===== src/rtl/ctrl_pkg.sv =====
// Shared constants and control bundle for the ID-stage decoder.
// Opcode/funct encodings, ALU codes and field bit positions.
package ctrl_pkg;

    localparam logic [5:0] OP_RTYPE = 6'h00;
    localparam logic [5:0] OP_ADDI  = 6'h08;
    localparam logic [5:0] OP_ANDI  = 6'h0c;
    localparam logic [5:0] OP_ORI   = 6'h0d;
    localparam logic [5:0] OP_SLTI  = 6'h0a;
    localparam logic [5:0] OP_LW    = 6'h23;
    localparam logic [5:0] OP_SW    = 6'h2b;
    localparam logic [5:0] OP_SH    = 6'h29;
    localparam logic [5:0] OP_J     = 6'h02;

    localparam logic [5:0] FN_ADD = 6'h20;
    localparam logic [5:0] FN_SUB = 6'h22;
    localparam logic [5:0] FN_AND = 6'h24;
    localparam logic [5:0] FN_OR  = 6'h25;
    localparam logic [5:0] FN_NOR = 6'h27;
    localparam logic [5:0] FN_SLT = 6'h2a;
    localparam logic [5:0] FN_JR  = 6'h08;

    localparam logic [3:0] ALU_AND = 4'b0000;
    localparam logic [3:0] ALU_OR  = 4'b0001;
    localparam logic [3:0] ALU_ADD = 4'b0010;
    localparam logic [3:0] ALU_SUB = 4'b0110;
    localparam logic [3:0] ALU_SLT = 4'b0111;
    localparam logic [3:0] ALU_NOR = 4'b1100;

    localparam logic [1:0] SEL_PC4 = 2'b00;
    localparam logic [1:0] SEL_JMP = 2'b01;
    localparam logic [1:0] SEL_REG = 2'b10;

    localparam int EXE_REG_DST   = 4;
    localparam int MEM_WR_B      = 2;
    localparam int MEM_RD_B      = 1;
    localparam int MEM_HALF_B    = 0;
    localparam int WB_REG_WR     = 1;
    localparam int WB_MEM_TO_REG = 0;

    typedef struct packed {
        logic       mem_rd_i;
        logic [1:0] sel_dir;
        logic       reset_if;
        logic       reg_rd;
        logic       sel_im;
        logic [4:0] exe;
        logic [2:0] mem;
        logic [1:0] wb;
    } ctrl_t;

    localparam ctrl_t CTRL_NOP = '{
        mem_rd_i: 1'b1, sel_dir: SEL_PC4, reset_if: 1'b0,
        reg_rd: 1'b0, sel_im: 1'b0, exe: 5'd0, mem: 3'd0, wb: 2'd0
    };

    localparam ctrl_t CTRL_RST = '{
        mem_rd_i: 1'b0, sel_dir: SEL_PC4, reset_if: 1'b1,
        reg_rd: 1'b0, sel_im: 1'b0, exe: 5'd0, mem: 3'd0, wb: 2'd0
    };

    // Register-reading ALU instruction writing its result back.
    function automatic ctrl_t alu_ctrl(
        input logic       reg_dst,
        input logic       sel_im,
        input logic [3:0] alu
    );
        ctrl_t c;
        c = CTRL_NOP;
        c.reg_rd = 1'b1;
        c.sel_im = sel_im;
        c.exe = {reg_dst, alu};
        c.wb[WB_REG_WR] = 1'b1;
        return c;
    endfunction

endpackage


===== src/rtl/ruta_ctrl_dec.sv =====
// Combinational opcode/funct decoder producing the next control bundle.
// Unknown encodings fall back to a NOP bundle.
module ruta_ctrl_dec
    import ctrl_pkg::*;
(
    input  logic [5:0] opcode,
    input  logic [5:0] funct,
    output ctrl_t      ctrl
);

    // Map the instruction fields onto a full control bundle
    always_comb begin
        ctrl = CTRL_NOP;
        case (opcode)
            OP_RTYPE: begin
                case (funct)
                    FN_ADD: ctrl = alu_ctrl(1'b1, 1'b0, ALU_ADD);
                    FN_SUB: ctrl = alu_ctrl(1'b1, 1'b0, ALU_SUB);
                    FN_AND: ctrl = alu_ctrl(1'b1, 1'b0, ALU_AND);
                    FN_OR:  ctrl = alu_ctrl(1'b1, 1'b0, ALU_OR);
                    FN_NOR: ctrl = alu_ctrl(1'b1, 1'b0, ALU_NOR);
                    FN_SLT: ctrl = alu_ctrl(1'b1, 1'b0, ALU_SLT);
                    FN_JR: begin
                        ctrl.sel_dir = SEL_REG;
                        ctrl.reset_if = 1'b1;
                        ctrl.reg_rd = 1'b1;
                    end
                    default: ctrl = CTRL_NOP;
                endcase
            end
            OP_ADDI: ctrl = alu_ctrl(1'b0, 1'b1, ALU_ADD);
            OP_ANDI: ctrl = alu_ctrl(1'b0, 1'b1, ALU_AND);
            OP_ORI:  ctrl = alu_ctrl(1'b0, 1'b1, ALU_OR);
            OP_SLTI: ctrl = alu_ctrl(1'b0, 1'b1, ALU_SLT);
            OP_LW: begin
                ctrl = alu_ctrl(1'b0, 1'b1, ALU_ADD);
                ctrl.mem[MEM_RD_B] = 1'b1;
                ctrl.wb[WB_MEM_TO_REG] = 1'b1;
            end
            OP_SW: begin
                ctrl = alu_ctrl(1'b0, 1'b1, ALU_ADD);
                ctrl.mem[MEM_WR_B] = 1'b1;
                ctrl.wb = 2'b00;
            end
            OP_SH: begin
                ctrl = alu_ctrl(1'b0, 1'b1, ALU_ADD);
                ctrl.mem[MEM_WR_B] = 1'b1;
                ctrl.mem[MEM_HALF_B] = 1'b1;
                ctrl.wb = 2'b00;
            end
            OP_J: begin
                ctrl.sel_dir = SEL_JMP;
                ctrl.reset_if = 1'b1;
            end
            default: ctrl = CTRL_NOP;
        endcase
    end

endmodule


===== src/rtl/ruta_ctrl.sv =====
// ID-stage main control unit: decoder plus output register.
// Every output is registered, one cycle behind opcode/funct.
module ruta_ctrl
    import ctrl_pkg::*;
(
    input  logic       clk,
    input  logic       rst,
    input  logic [5:0] opcode,
    input  logic [5:0] funct,
    output logic       MEM_RD_I,
    output logic [1:0] SEL_DIR,
    output logic       resetIF,
    output logic       REG_RD,
    output logic       SEL_IM,
    output logic [4:0] ctrl_EXE,
    output logic [2:0] ctrl_MEM,
    output logic [1:0] ctrl_WB
);

    ctrl_t ctrl_d;
    ctrl_t ctrl_q;

    ruta_ctrl_dec u_dec (
        .opcode (opcode),
        .funct  (funct),
        .ctrl   (ctrl_d)
    );

    // Capture the decoded bundle; reset holds fetch off and flushes IF/ID
    always_ff @(posedge clk or posedge rst) begin
        if (rst) begin
            ctrl_q <= CTRL_RST;
        end else begin
            ctrl_q <= ctrl_d;
        end
    end

    assign MEM_RD_I = ctrl_q.mem_rd_i;
    assign SEL_DIR  = ctrl_q.sel_dir;
    assign resetIF  = ctrl_q.reset_if;
    assign REG_RD   = ctrl_q.reg_rd;
    assign SEL_IM   = ctrl_q.sel_im;
    assign ctrl_EXE = ctrl_q.exe;
    assign ctrl_MEM = ctrl_q.mem;
    assign ctrl_WB  = ctrl_q.wb;

endmodule


===== config.mk =====
export PLATFORM = sky130hd
export DESIGN_NAME = ruta_ctrl
export DESIGN_NICKNAME = d
export VERILOG_FILES = /design/src/rtl/ctrl_pkg.sv /design/src/rtl/ruta_ctrl_dec.sv /design/src/rtl/ruta_ctrl.sv
export SDC_FILE = /design/constraint.sdc
export NUM_CORES = 1
export LEC_CHECK = 0
export ABC_AREA = 1
export CAP_MARGIN = 20
export CORE_AREA = 2 2 39 41
export CTS_CLUSTER_DIAMETER = 60
export DETAILED_ROUTE_END_ITERATION = 10
export DIE_AREA = 0 0 41 43
export DONT_BUFFER_PORTS = 1
export PLACE_DENSITY = 0.75
export SLEW_MARGIN = 0
export SYNTH_ARGS = -nofsm -noshare
export SYNTH_HDL_FRONTEND = slang
export SYNTH_SLANG_ARGS = --single-unit
export TNS_END_PERCENT = 1

===== constraint.sdc =====
create_clock -name clk -period 1 [get_ports clk]
set_input_delay 0.2 -clock clk [delete_from_list [all_inputs] [get_ports clk]]
set_output_delay 0.2 -clock clk [all_outputs]
set_load 0.1 [all_outputs]

=== After elaboration in Yosys (flattened, before gate mapping) ===
Index checks and enable logic that the tools add are counted.

* Equal/unequal tests: 15
* Mux-type cells: 4
* Reductions and logical operators: 2

{| class="wikitable"
|+ Operator list
! kind !! number
|-
| 12-bit one-hot mux with 8 select lines || 1
|-
| 10-bit one-hot mux with 6 select lines || 1
|-
| 6-bit == test (second input constant) || 9
|-
| 6-bit by 4-bit == test with 1-bit output (second input constant) || 5
|-
| 4-bit one-hot mux with 2 select lines || 1
|-
| 6-bit by 2-bit == test with 1-bit output (second input constant) || 1
|-
| 6-bit logical NOT || 1
|-
| 3-bit one-hot mux with 2 select lines || 1
|-
| 6-bit OR reduction || 1
|}

* Flip-flop bits (word level): 16
* Input port bits: 14
* Output and inout port bits: 16
* Word-level logic and storage cells: 29

=== Logic depth before layout (Yosys ltp) ===
* Depth in word-level cells: 4
* Mapped depth: 6
* Gate-level depth less buffers: 6

=== Cells and area by module ===
A second synthesis with hierarchy kept.

* Cells, all modules: 94
* Area, all modules: 784.5 um^2

{| class="wikitable"
|+ By module, submodules not included
! module !! instances !! cells each !! area each (um^2) !! seq. area each (um^2)
|-
| ruta_ctrl || 1 || 17 || 405.4 || 401.6
|-
| ruta_ctrl_dec || 1 || 77 || 379.1 || 0.0
|}

=== Worst setup path after synthesis ===
Ideal clock, no wire load.

* Kind: register to output
* Start point: register ctrl_MEM[1] (netlist name)
* End point: output ctrl_WB[0]
* Arrival time: 1324 ps
* Data required time: 800 ps
* Slack: -524 ps
* Stages on the path, launching flop included: 2
* Buffers on the path: 1
* Cells stage by stage: dfrtp_1 > buf_4

{| class="wikitable"
|+ RTL lines
! item !! line !! RTL
|-
| end, declared || ruta_ctrl.sv:17 || <nowiki>output logic [1:0] ctrl_WB</nowiki>
|}

=== Worst setup path in the final report ===
* Start point: register ctrl_q, in the netlist resetIF
* End point: output resetIF

{| class="wikitable"
|+ RTL lines
! item !! line !! RTL
|-
| start, declared || ruta_ctrl.sv:21 || <nowiki>ctrl_t ctrl_q;</nowiki>
|-
| start signal, assigned || ruta_ctrl.sv:34 || <nowiki>ctrl_q <= ctrl_d;</nowiki>
|-
| end, declared || ruta_ctrl.sv:12 || <nowiki>output logic resetIF,</nowiki>
|}

No word-level cell between the ends.

==> results.toml <==
[timing]
final.hold.worst_slack_ns = 0.0654
min_period_ns = 1.19
max_clock_freq_mhz = 842
timing_worst_slew_pin_value_ns = 0.502
maxSlewHeadroom_pct = 66.5
grt_setup_unrepaired = "yes"
fin_ws_ns = -0.187
post-route-period-util_pct = 119
timing.final.hold_violations = 0
finalSetupViolCount = 16
timing_max_transition_violations_final = 0

[die]
core_um2 = 1380
num_io_pins = 30
fp-row-count = 14
die_y_um = 43
die_width_um = 41
start_util_pct = 57.0
total_die_area_um2 = 1760

[yosys]
synth_sequential_area_ratio_pct = 47.8
synth_seq_cells = 15
commonest_register_cell_after_synthesis = "sky130_fd_sc_hd__dfrtp_1"
postSynthNetCount = 105
netlist_area_um2 = 788
postSynth.asyncResetShare_pct = 100
count_of_flip_flops_with_a_built_in_enable_after_synthesis = 0
syn-instance-count = 91
ys.warnings.count = 0
synthDistinctLibCells = 20
post_synth.cell_area_avg_um2 = 8.66

[routing]
drt_pre_antenna_iters = 4
drc_errors = 0
post_drt_via_cell_ratio = 4.92
postRouteWirelength_mm = 1.34
first_iter_violations = 8
wl_per_cell_um = 10.5
ant_nets = 0
via_count = 630

[placement]
place.port_buffers = 0
place.detailed.instances = 122
post-dp-hpwl_mm = 1.19
place.gp.congestion = 0.827
placed_area_um2 = 1130

[clocking]
clock_tree.htree_level_count = 1
cts_post_setup_buffers_inserted = 0
cts.repair.resized = 0
clock_sinks = 15
cell_at_the_root_of_the_clock_tree = "sky130_fd_sc_hd__clkbuf_4"
clock_transition_at_the_register_clock_pins_on_the_worst_setup_and_hold_paths_after_cts_ns = 0.07
cts_tree = "yes"
inserted_clock_buffers = 3
ctsLongestPathBuffers = 2

[setup_path]
timing.critical_path.slowest_stage_cell = "sky130_fd_sc_hd__dfstp_2"
worstPathBufferInverterCount = 1
worst-endpoint-required_ns = 0.80
timing.critical_path.cells = "buf_12"
timing.critical_path.from_type = "flop"
timing.critical_path.slowest_cell_delay_ns = 0.55
worst-setup-path-type = "flop to output port"
crit_path_end_kind = "output port"
critical-path-top-delay-family = "flip-flops"
worst_path_fanout_max = 1
worstPathArrival_ns = 0.99

[global_routing]
grt_pass1_wl_mm = 2.20
grt_start_max_net_pins = 16
grtUsageTotal_pct = 18.3
initial_antenna_violation_count = 0
grt-ovfl-total = 0
via_count_of_the_first_global_routing_pass = 604

[cells_and_area]
final_nets = 127
stdcell_count = 128
postLayoutCellArea_um2 = 1170
antennaDiodeCount = 0
syn2layout_area_growth_pct = 48.7
post_route_cells_drive_above_1_share_pct = 34.8

[power_and_ir_drop]
peak_ir_drop_on_the_vdd_network_v = 0.000614
power.density_cell_area_nw_per_um2 = 1030
power.leakage_uw = 0.000616

[status]
violations = "setup timing"
outcome = "finished, violations left"

[hold_path]
timing.hold.worst.class = "primary input to flop"

[flow_run]
timing.max_cap.violations = 0
placed cells by master (no fill, tap or decap), drive strengths merged:
master,netlist,layout
clkbuf,0,4
nor2,18,18
nor3,3,3
nand3,17,17
dlygate4sd3,0,2
nand3b,1,1
nand2,15,15
nand4,2,2
dfrtp,14,14
o21ai,2,2
dfstp,1,1
conb,1,1
buf,1,16
inv,16,16
per-stage QoR:
stage | power, uW | setup WS (ns) | setup TNS [ns] | util [%]
after floorplan | 822 | -0.0833 | -1.09 | -
after global placement | 897 | 0.111 | 0 | 81.4
after detailed placement | 902 | 0.0726 | 0 | 81.4
after CTS | 1220 | -0.196 | -1.17 | 84.7
after global routing | 1270 | -0.214 | -1.45 | 84.7
final | 1210 | -0.187 | -1.05 | 84.7
what timing repair did:
action / CTS / global route
setup endpoints to repair: 16 / 16
hold buffers: 2 / 0
endpoints found under the hold margin: 15 / 0
metal layers:
layer | GRT usage, % | share of wire [%] | up-vias
met4 | 6.00 | 1.2 | 0
met5 | 0 | 0 | -
met1 | 22.6 | 39 | 273
met3 | 3.66 | 7.3 | 2
li1 | - | - | 325
met2 | 30.3 | 53 | 30
cell usage after synthesis (2+ instances only):
library cell              count  area share [%]
sky130_fd_sc_hd__nand3_1     11             7.0
sky130_fd_sc_hd__inv_1       15             7.1
sky130_fd_sc_hd__nor2_2       3             2.4
sky130_fd_sc_hd__nor2_4       4             5.7
sky130_fd_sc_hd__nor3_1       2             1.3
sky130_fd_sc_hd__nor2_1      11             5.2
sky130_fd_sc_hd__dfrtp_1     14              44
sky130_fd_sc_hd__nand4_1      2             1.6
sky130_fd_sc_hd__nand3_2      5             6.3
sky130_fd_sc_hd__nand2_1     14             6.7
cell type report:
| type | instances | area (um^2) |
|---|---|---|
| clock buffer | 4 | 26.3 |
| inverter | 16 | 60.1 |
| fill | 82 | 211 |
| multi-input combinational | 59 | 344 |
| sequential | 15 | 382 |
| tap | 16 | 20.0 |
| timing repair buffer | 18 | 340 |
cells by family after synthesis:
group	Yosys count	synth area share (%)
AOI/OAI and AO/OA	2	1.75
buffers and inverters	17	8.57
DFF	15	47.8
other	1	0.476
and+or+nand+nor	56	41.4
worst paths after layout:
path,from,to,slack (ns),cells past startpoint
min in group asynchronous,rst,ctrl_MEM[2]$_DFF_PP0_,0.40,2
setup / recovery,resetIF$_DFF_PP1_,resetIF,-0.19,1
hold / removal,opcode[0],ctrl_MEM[0]$_DFF_PP0_,0.07,2
max in group asynchronous,rst,ctrl_MEM[1]$_DFF_PP0_,0.22,2
sequential cells by signal (all words and copies together) (netlist names):
name	flops
ctrl_EXE	5
ctrl_MEM	3
SEL_DIR	2
MEM_RD_I	1
REG_RD	1
SEL_IM	1
ctrl_WB	1
resetIF	1
report_power, final:
part           internal, uW  switching (uW)  total (uW)
Clock                   155             159         313
Sequential              621            10.9         632
Combinational          88.8             174         263
(Power assumes the default switching activity.)
